### config.mk
export PLATFORM = sky130hd
export DESIGN_NAME = pc_counter_responder
export DESIGN_NICKNAME = d
export VERILOG_FILES = /design/src/rtl/pc_counter_responder.sv
export SDC_FILE = /design/constraint.sdc
export NUM_CORES = 1
export LEC_CHECK = 0
export CAP_MARGIN = 20
export CORE_MARGIN = 8
export CORE_UTILIZATION = 24
export DETAILED_ROUTE_END_ITERATION = 7
export GPL_ROUTABILITY_DRIVEN = 0
export PLACE_DENSITY = 0.49
export SLEW_MARGIN = 10
export SYNTH_ARGS = -nofsm -noshare
export SYNTH_HDL_FRONTEND = slang
export SYNTH_SLANG_ARGS = --single-unit
### constraint.sdc
create_clock -name clk -period 3.5 [get_ports clk]
set_input_delay 0.7 -clock clk [delete_from_list [all_inputs] [get_ports clk]]
set_output_delay 0.7 -clock clk [all_outputs]
set_load 0.01 [all_outputs]
### src/rtl/pc_counter_responder.sv
// pc_counter_responder: responder node of the performance-counter daisy chain.
// It counts FIRE / STALL / IDLE handshake events on NUM_PORTS monitored
// valid/ready pairs in 16-bit saturating counters. It answers chain read requests
// addressed to MODULE_ID. Every other chain word is forwarded after one register stage.
// Optional feature macro: PC_CLEAR_ON_READ_EN. When it is defined, an in-range read
// clears the counter it reads.
module pc_counter_responder #(
    parameter logic [15:0] MODULE_ID = 16'd1,
    parameter int          NUM_PORTS = 4
) (
    input  logic                 clk,
    input  logic                 reset_n,
    input  logic [NUM_PORTS-1:0] mon_valid,
    input  logic [NUM_PORTS-1:0] mon_ready,
    input  logic                 io_pcIn_valid,
    input  logic                 io_pcIn_bits_request,
    input  logic [15:0]          io_pcIn_bits_moduleId,
    input  logic [7:0]           io_pcIn_bits_portId,
    input  logic [15:0]          io_pcIn_bits_pcValue,
    input  logic [3:0]           io_pcIn_bits_pcType,
    output logic                 io_pcOut_valid,
    output logic                 io_pcOut_bits_request,
    output logic [15:0]          io_pcOut_bits_moduleId,
    output logic [7:0]           io_pcOut_bits_portId,
    output logic [15:0]          io_pcOut_bits_pcValue,
    output logic [3:0]           io_pcOut_bits_pcType
);

    localparam int NUM_TYPES = 3;

    // A request on the chain that targets this node.
    logic hit;
    assign hit = io_pcIn_valid && io_pcIn_bits_request &&
                 (io_pcIn_bits_moduleId == MODULE_ID);

    // All counters flattened to one vector so the read mux can index them.
    // The slot for port p and type t is at (p*NUM_TYPES + t)*16.
    logic [NUM_PORTS*NUM_TYPES*16-1:0] cnt_flat;

    genvar gi, gj;
    generate
        for (gi = 0; gi < NUM_PORTS; gi++) begin : g_port
            // Per-port events. Bit 0 is FIRE, bit 1 is STALL and bit 2 is IDLE.
            logic [NUM_TYPES-1:0] ev;
            assign ev = {mon_ready[gi] & ~mon_valid[gi],
                         mon_valid[gi] & ~mon_ready[gi],
                         mon_valid[gi] &  mon_ready[gi]};

            for (gj = 0; gj < NUM_TYPES; gj++) begin : g_type
                logic [15:0] cnt_q;
                logic [15:0] cnt_d;
`ifdef PC_CLEAR_ON_READ_EN
                logic rd_sel;
                assign rd_sel = hit &&
                                (io_pcIn_bits_portId == 8'(gi)) &&
                                (io_pcIn_bits_pcType == 4'(gj));
`endif

                // Saturating increment. An in-range read can clear the counter to this cycle's event.
                always_comb begin
                    cnt_d = cnt_q;
                    if (ev[gj] && (cnt_q != 16'hFFFF)) begin
                        cnt_d = cnt_q + 16'd1;
                    end
`ifdef PC_CLEAR_ON_READ_EN
                    if (rd_sel) begin
                        cnt_d = {15'd0, ev[gj]};
                    end
`endif
                end

                // Counter storage, cleared by reset.
                always_ff @(posedge clk or negedge reset_n) begin
                    if (!reset_n) begin
                        cnt_q <= 16'd0;
                    end else begin
                        cnt_q <= cnt_d;
                    end
                end

                assign cnt_flat[(gi*NUM_TYPES+gj)*16 +: 16] = cnt_q;
            end
        end
    endgenerate

    // Read mux. Out-of-range portId or pcType matches nothing and returns zero.
    logic [15:0] rd_value;
    always_comb begin
        rd_value = 16'h0000;
        for (int p = 0; p < NUM_PORTS; p++) begin
            for (int t = 0; t < NUM_TYPES; t++) begin
                if ((io_pcIn_bits_portId == p[7:0]) && (io_pcIn_bits_pcType == t[3:0])) begin
                    rd_value = cnt_flat[(p*NUM_TYPES+t)*16 +: 16];
                end
            end
        end
    end

    // Chain stage registers.
    logic        valid_q,   valid_d;
    logic        request_q, request_d;
    logic [15:0] module_q,  module_d;
    logic [7:0]  port_q,    port_d;
    logic [15:0] value_q,   value_d;
    logic [3:0]  type_q,    type_d;

    // Next chain word. A hit becomes a response, other valid words pass through, and idle cycles hold the bits.
    always_comb begin
        valid_d   = io_pcIn_valid;
        request_d = request_q;
        module_d  = module_q;
        port_d    = port_q;
        value_d   = value_q;
        type_d    = type_q;
        if (io_pcIn_valid) begin
            module_d = io_pcIn_bits_moduleId;
            port_d   = io_pcIn_bits_portId;
            type_d   = io_pcIn_bits_pcType;
            if (hit) begin
                request_d = 1'b0;
                value_d   = rd_value;
            end else begin
                request_d = io_pcIn_bits_request;
                value_d   = io_pcIn_bits_pcValue;
            end
        end
    end

    // Single pipeline register for the chain word. Reset drops any word in flight.
    always_ff @(posedge clk or negedge reset_n) begin
        if (!reset_n) begin
            valid_q   <= 1'b0;
            request_q <= 1'b0;
            module_q  <= 16'd0;
            port_q    <= 8'd0;
            value_q   <= 16'd0;
            type_q    <= 4'd0;
        end else begin
            valid_q   <= valid_d;
            request_q <= request_d;
            module_q  <= module_d;
            port_q    <= port_d;
            value_q   <= value_d;
            type_q    <= type_d;
        end
    end

    assign io_pcOut_valid         = valid_q;
    assign io_pcOut_bits_request  = request_q;
    assign io_pcOut_bits_moduleId = module_q;
    assign io_pcOut_bits_portId   = port_q;
    assign io_pcOut_bits_pcValue  = value_q;
    assign io_pcOut_bits_pcType   = type_q;

endmodule

* Word-level counts from Yosys, hierarchy flattened
Cells that the tools add are included.
Word-level totals: logic and storage cells 110, bits in read-only memories 0, input port bits 56, register bits 238, bits in latches 0, RAM bits 0, memories 0
Cells by class: equality and inequality tests 18, add/subtract/negate cells 12, bitwise logic cells 20, shift-type cells 0, reduce and logical (&&, ||, !) cells 28, div/mod/pow operators 0, multiplexer cells 14, $lt $le $gt $ge 0, multiply operators 0
Operator list (count):
- two-way mux 16 bit | 13
- adder 16 x 1 -> 16 bit (second input constant) | 12
- inequality test 16 bit (second input constant) | 12
- logical AND 1 bit | 26
- equality test 16 x 1 -> 1 bit (second input constant) | 1
- equality test 8 x 2 -> 1 bit (second input constant) | 2
- bitwise AND 1 bit | 12
- equality test 8 x 1 -> 1 bit (second input constant) | 1
- logical NOT 8 bit | 1
- NOT 1 bit | 8
- equality test 4 x 1 -> 1 bit (second input constant) | 1
- equality test 4 x 2 -> 1 bit (second input constant) | 1
- logical NOT 4 bit | 1
- two-way mux 1 bit | 1

* Logic depth before layout (Yosys ltp)
depth after elaboration 15, depth in mapped cells 8

* Worst setup path before layout
OpenSTA, ideal clock, no wires.
path kind in2reg, start input port io_pcIn_bits_moduleId[1], end register value_q[12], in the netlist io_pcOut_bits_pcValue[12], data required time 3364 ps, stages on the path 7, setup time 136 ps, path slack 1325 ps, arrival time 2039 ps, path through nor4b_1 and4_1 clkbuf_1 nand2_1 clkbuf_1 a221oi_1 a31oi_1
On the way: word-level cells in the longest chain between the ends 3
Ends and longest elaborated chain:
- start, declared | line 17 | input logic [15:0] io_pcIn_bits_moduleId,
- equality test 16 x 1 -> 1 bit | line 34 | (io_pcIn_bits_moduleId == MODULE_ID);
- logical AND 1 bit | line 33 | assign hit = io_pcIn_valid && io_pcIn_bits_request &&
- two-way mux 16 bit | line 119 | if (hit) begin
- end signal, assigned | line 143 | value_q <= value_d;
- end, declared | line 104 | logic [15:0] value_q, value_d;
No other way between the ends. A chain may end at the register's enable or synchronous reset.

* Worst setup path in the final report
start input port io_pcIn_bits_pcType[3], end register value_q[10], in the netlist io_pcOut_bits_pcValue[10]
On the way: word-level cells in the longest chain between the ends 15, elaborated cells on any way between the ends 28, those cells by class 2 x eq/ne; 13 x mux; 13 x reduce/logical
Ends and longest elaborated chain:
- start, declared | line 20 | input logic [3:0] io_pcIn_bits_pcType,
- logical NOT 4 bit | line 92 | if ((io_pcIn_bits_portId == p[7:0]) && (io_pcIn_bits_pcType == t[3:0])) begin
- logical AND 1 bit | line 92
- two-way mux 16 bit (11 in series) | line 92
- two-way mux 16 bit (*) | line 92
- two-way mux 16 bit (*) | line 119
Mark *: on every way between the ends. The rest lies on a longest branch, timed or not.

==> reports/results.ini <==
[setup_path]
crit_arrival_ps = 3060
critical_path_class = primary input to flop
required_ps = 3920
start_kind = primary input
crit_path_end_kind = flop
cp_max_fo = 11
reg2reg_slack_ps = 1350

[sta]
min_period_ps = 2640
timing.final.crit_share_pct = 75.4
fmax_mhz = 379
drv_slew = 0
rsz0062_at_grt = no
hold_viol_final = 0
tightestPinTransition_ps = 846
fin_hold_ws_ps = 117
skew_ps = 39.8
setup_tns_ps = 0
setup_viol = 0
max-slew-margin-rel_pct = 42.9

[detailed_routing]
wl_um = 40900
drtIter0Drc = 1009
route.detailed.drc = 0
vias = 10246
dr.pass1.iters = 7
wl_per_cell_um = 19.8
ant_nets = 0
avgViaCountPerCell = 4.97

[final_layout]
area_growth_pct = 22.8
num_antenna_cells = 0
postLayoutCoreUtil_pct = 29.9
drive_gt1_share_pct = 11.1
nets = 1420
fin_cells = 2062

[pwr]
netSwitchingFraction_pct = 30.6
seqPwrFrac_pct = 46.6
combPwrFrac_pct = 16.0
p_switching_mw = 2.55
intPower_mw = 5.79
clockPowerShare_pct = 37.3
irDropWorstVdd_mv = 0.332
power.density_nw_per_um2 = 530
leakage_nw = 6.46

[cts]
post_cts_buffers = 0
cts_tree = done
postCtsHoldBufs = 0
numCtsBuffers = 28
root_buffer = clkbuf_16
htree_levels = 1
cts.repair.resized = 0
clkLatencyLatePin_ps = 570
path_clk_slew_ps = 60
cts.sinks = 238
cts_buffer_depth = 3

[placed_design]
dpl.cell_count = 2010
io_buffer_count = 101
dpl.hpwl_um = 31300

[floorplan]
start_util_pct = 24.3
die_h_um = 247
dieArea_um2 = 61000
io_pins = 102
rows = 84
die_w_um = 247
coreArea_um2 = 52700

[grt]
grt_max_degree = 83
grt-ovfl-total = 0
antenna_found_initial = 1
grtUsageTotal_pct = 13.1
grt_pass1_wl_um = 62600
grt_pass1_vias = 10105

[yosys]
syn-mean-instance-area_um2 = 10.4
synth_area_leaders = dfrtp_1 (46%), xnor2_1 (7.7%), mux2_2 (4.2%)
yosys_most_used_dff = dfrtp_1
syn_area_um2 = 12800
synth-edff-count = 0
ys_async_sr_fraction_pct = 100
yosysUniqueCellTypes = 72
synth.yosys.seq_area_share_pct = 46.5
syn-instance-count = 1234
synth_nets = 1302
synth_seq_cells = 238
yosysMostFrequentCell = dfrtp_1
yosysTopAreaCell = dfrtp_1
yosysTopAreaCellShare_pct = 46.5
synth-warning-count = 0
synth_common_cells = dfrtp_1 (238), xnor2_1 (113), nand2_1 (107), nand4_1 (60), xor2_1 (60)

[run_status]
status = finished clean

[hold_path]
hold_class = primary input to asynchronous set/reset pin

[job]
cap_viol_max_count = 0

==> kinds of logic after synthesis <==
logic type,after synthesis,share of synthesized area [%]
AO/OA/AOI/OAI,167,10.0
flip-flops,238,46.5
buffers and inverters,60,2.03
multiplexers,74,6.35
adder cells (fa/ha/maj),12,1.17
AND/OR/NAND/NOR,510,22.1
XOR/XNOR,173,11.8
==> final cells by class <==
cell class	count	area (um2)
clock buffers	45	875
clock inverters	7	124
fillers	5391	36900
inverters	17	63.8
multi-input cells	936	6590
flip-flops and latches	238	5960
well taps	688	861
repair buffers	131	1250
==> path summary, 6_finish.rpt <==
kind                                                from                       endpoint  cells after the start
min                                              reset_n   g_port[0].g_type[0].cnt_q[1]                      1
min reg2reg                g_port[2].g_type[1].cnt_q[10]  g_port[2].g_type[1].cnt_q[10]                      1
max reg2reg                 g_port[2].g_type[1].cnt_q[0]   g_port[2].g_type[1].cnt_q[1]                      4
max                               io_pcIn_bits_pcType[3]      io_pcOut_bits_pcValue[10]                      6
max in group asynchronous                        reset_n       io_pcOut_bits_pcValue[0]                      2
min in group clk           g_port[2].g_type[1].cnt_q[10]  g_port[2].g_type[1].cnt_q[10]                      1
==> sequential cells by signal, summed over array words and instances, names as in the netlist <==
signal,count
io_pcOut_bits_pcType,4
io_pcOut_bits_pcValue,16
g_port.g_type.cnt_q,192
io_pcOut_valid,1
io_pcOut_bits_moduleId,16
io_pcOut_bits_portId,8
io_pcOut_bits_request,1
==> critical path, stage by stage <==
cell and delay [ps]:
clkdlybuf4s50_1 650, or4b_1 760, o211ai_2 460, nor4_1 180
o31ai_1 160, a31oi_1 150
==> power groups by stage <==
stage	clock (mW)	combinational [mW]	sequential, mW
finish	3.11	1.34	3.89
global route	3.32	1.48	3.96
CTS	3.22	1.36	3.88
detailed placement	0	1.35	3.93
global placement	0	1.32	3.92
floorplan	0	0.839	3.67
==> per-layer routing <==
layer | GRT usage [%] | share of wire (%) | vias up
li1 | - | - | 4805
met1 | 17.7 | 45 | 5028
met4 | 4.83 | 3.3 | 2
met3 | 2.49 | 6.8 | 77
met5 | 0 | 0.032 | -
met2 | 20.6 | 45 | 334
==> layout by cell type (no fill, tap or decap), drive strengths merged, types with 24 or more instances in the layout <==
cell type and n:
dfrtp 238, xnor2 113, nand2 107, clkdlybuf4s50 97
nand4 60, xor2 60, nand3 58, nor3 55
nor2 49, mux2 48, clkbuf 45, and3 43
buf 34, and4 28, mux2i 25, and2 25
a31oi 24
==> per-stage QoR <==
stage | cell area [um2] | total power, mW | worst slack [ps]
final | 15700 | 8.34 | 860
after CTS | 15700 | 8.46 | 956
after floorplan | 12800 | 4.51 | 1320
after global placement | 14700 | 5.24 | 371
after global routing | 15700 | 8.76 | 751
after detailed placement | 14700 | 5.28 | 348
Note: power is estimated with default switching activity, not from simulation.
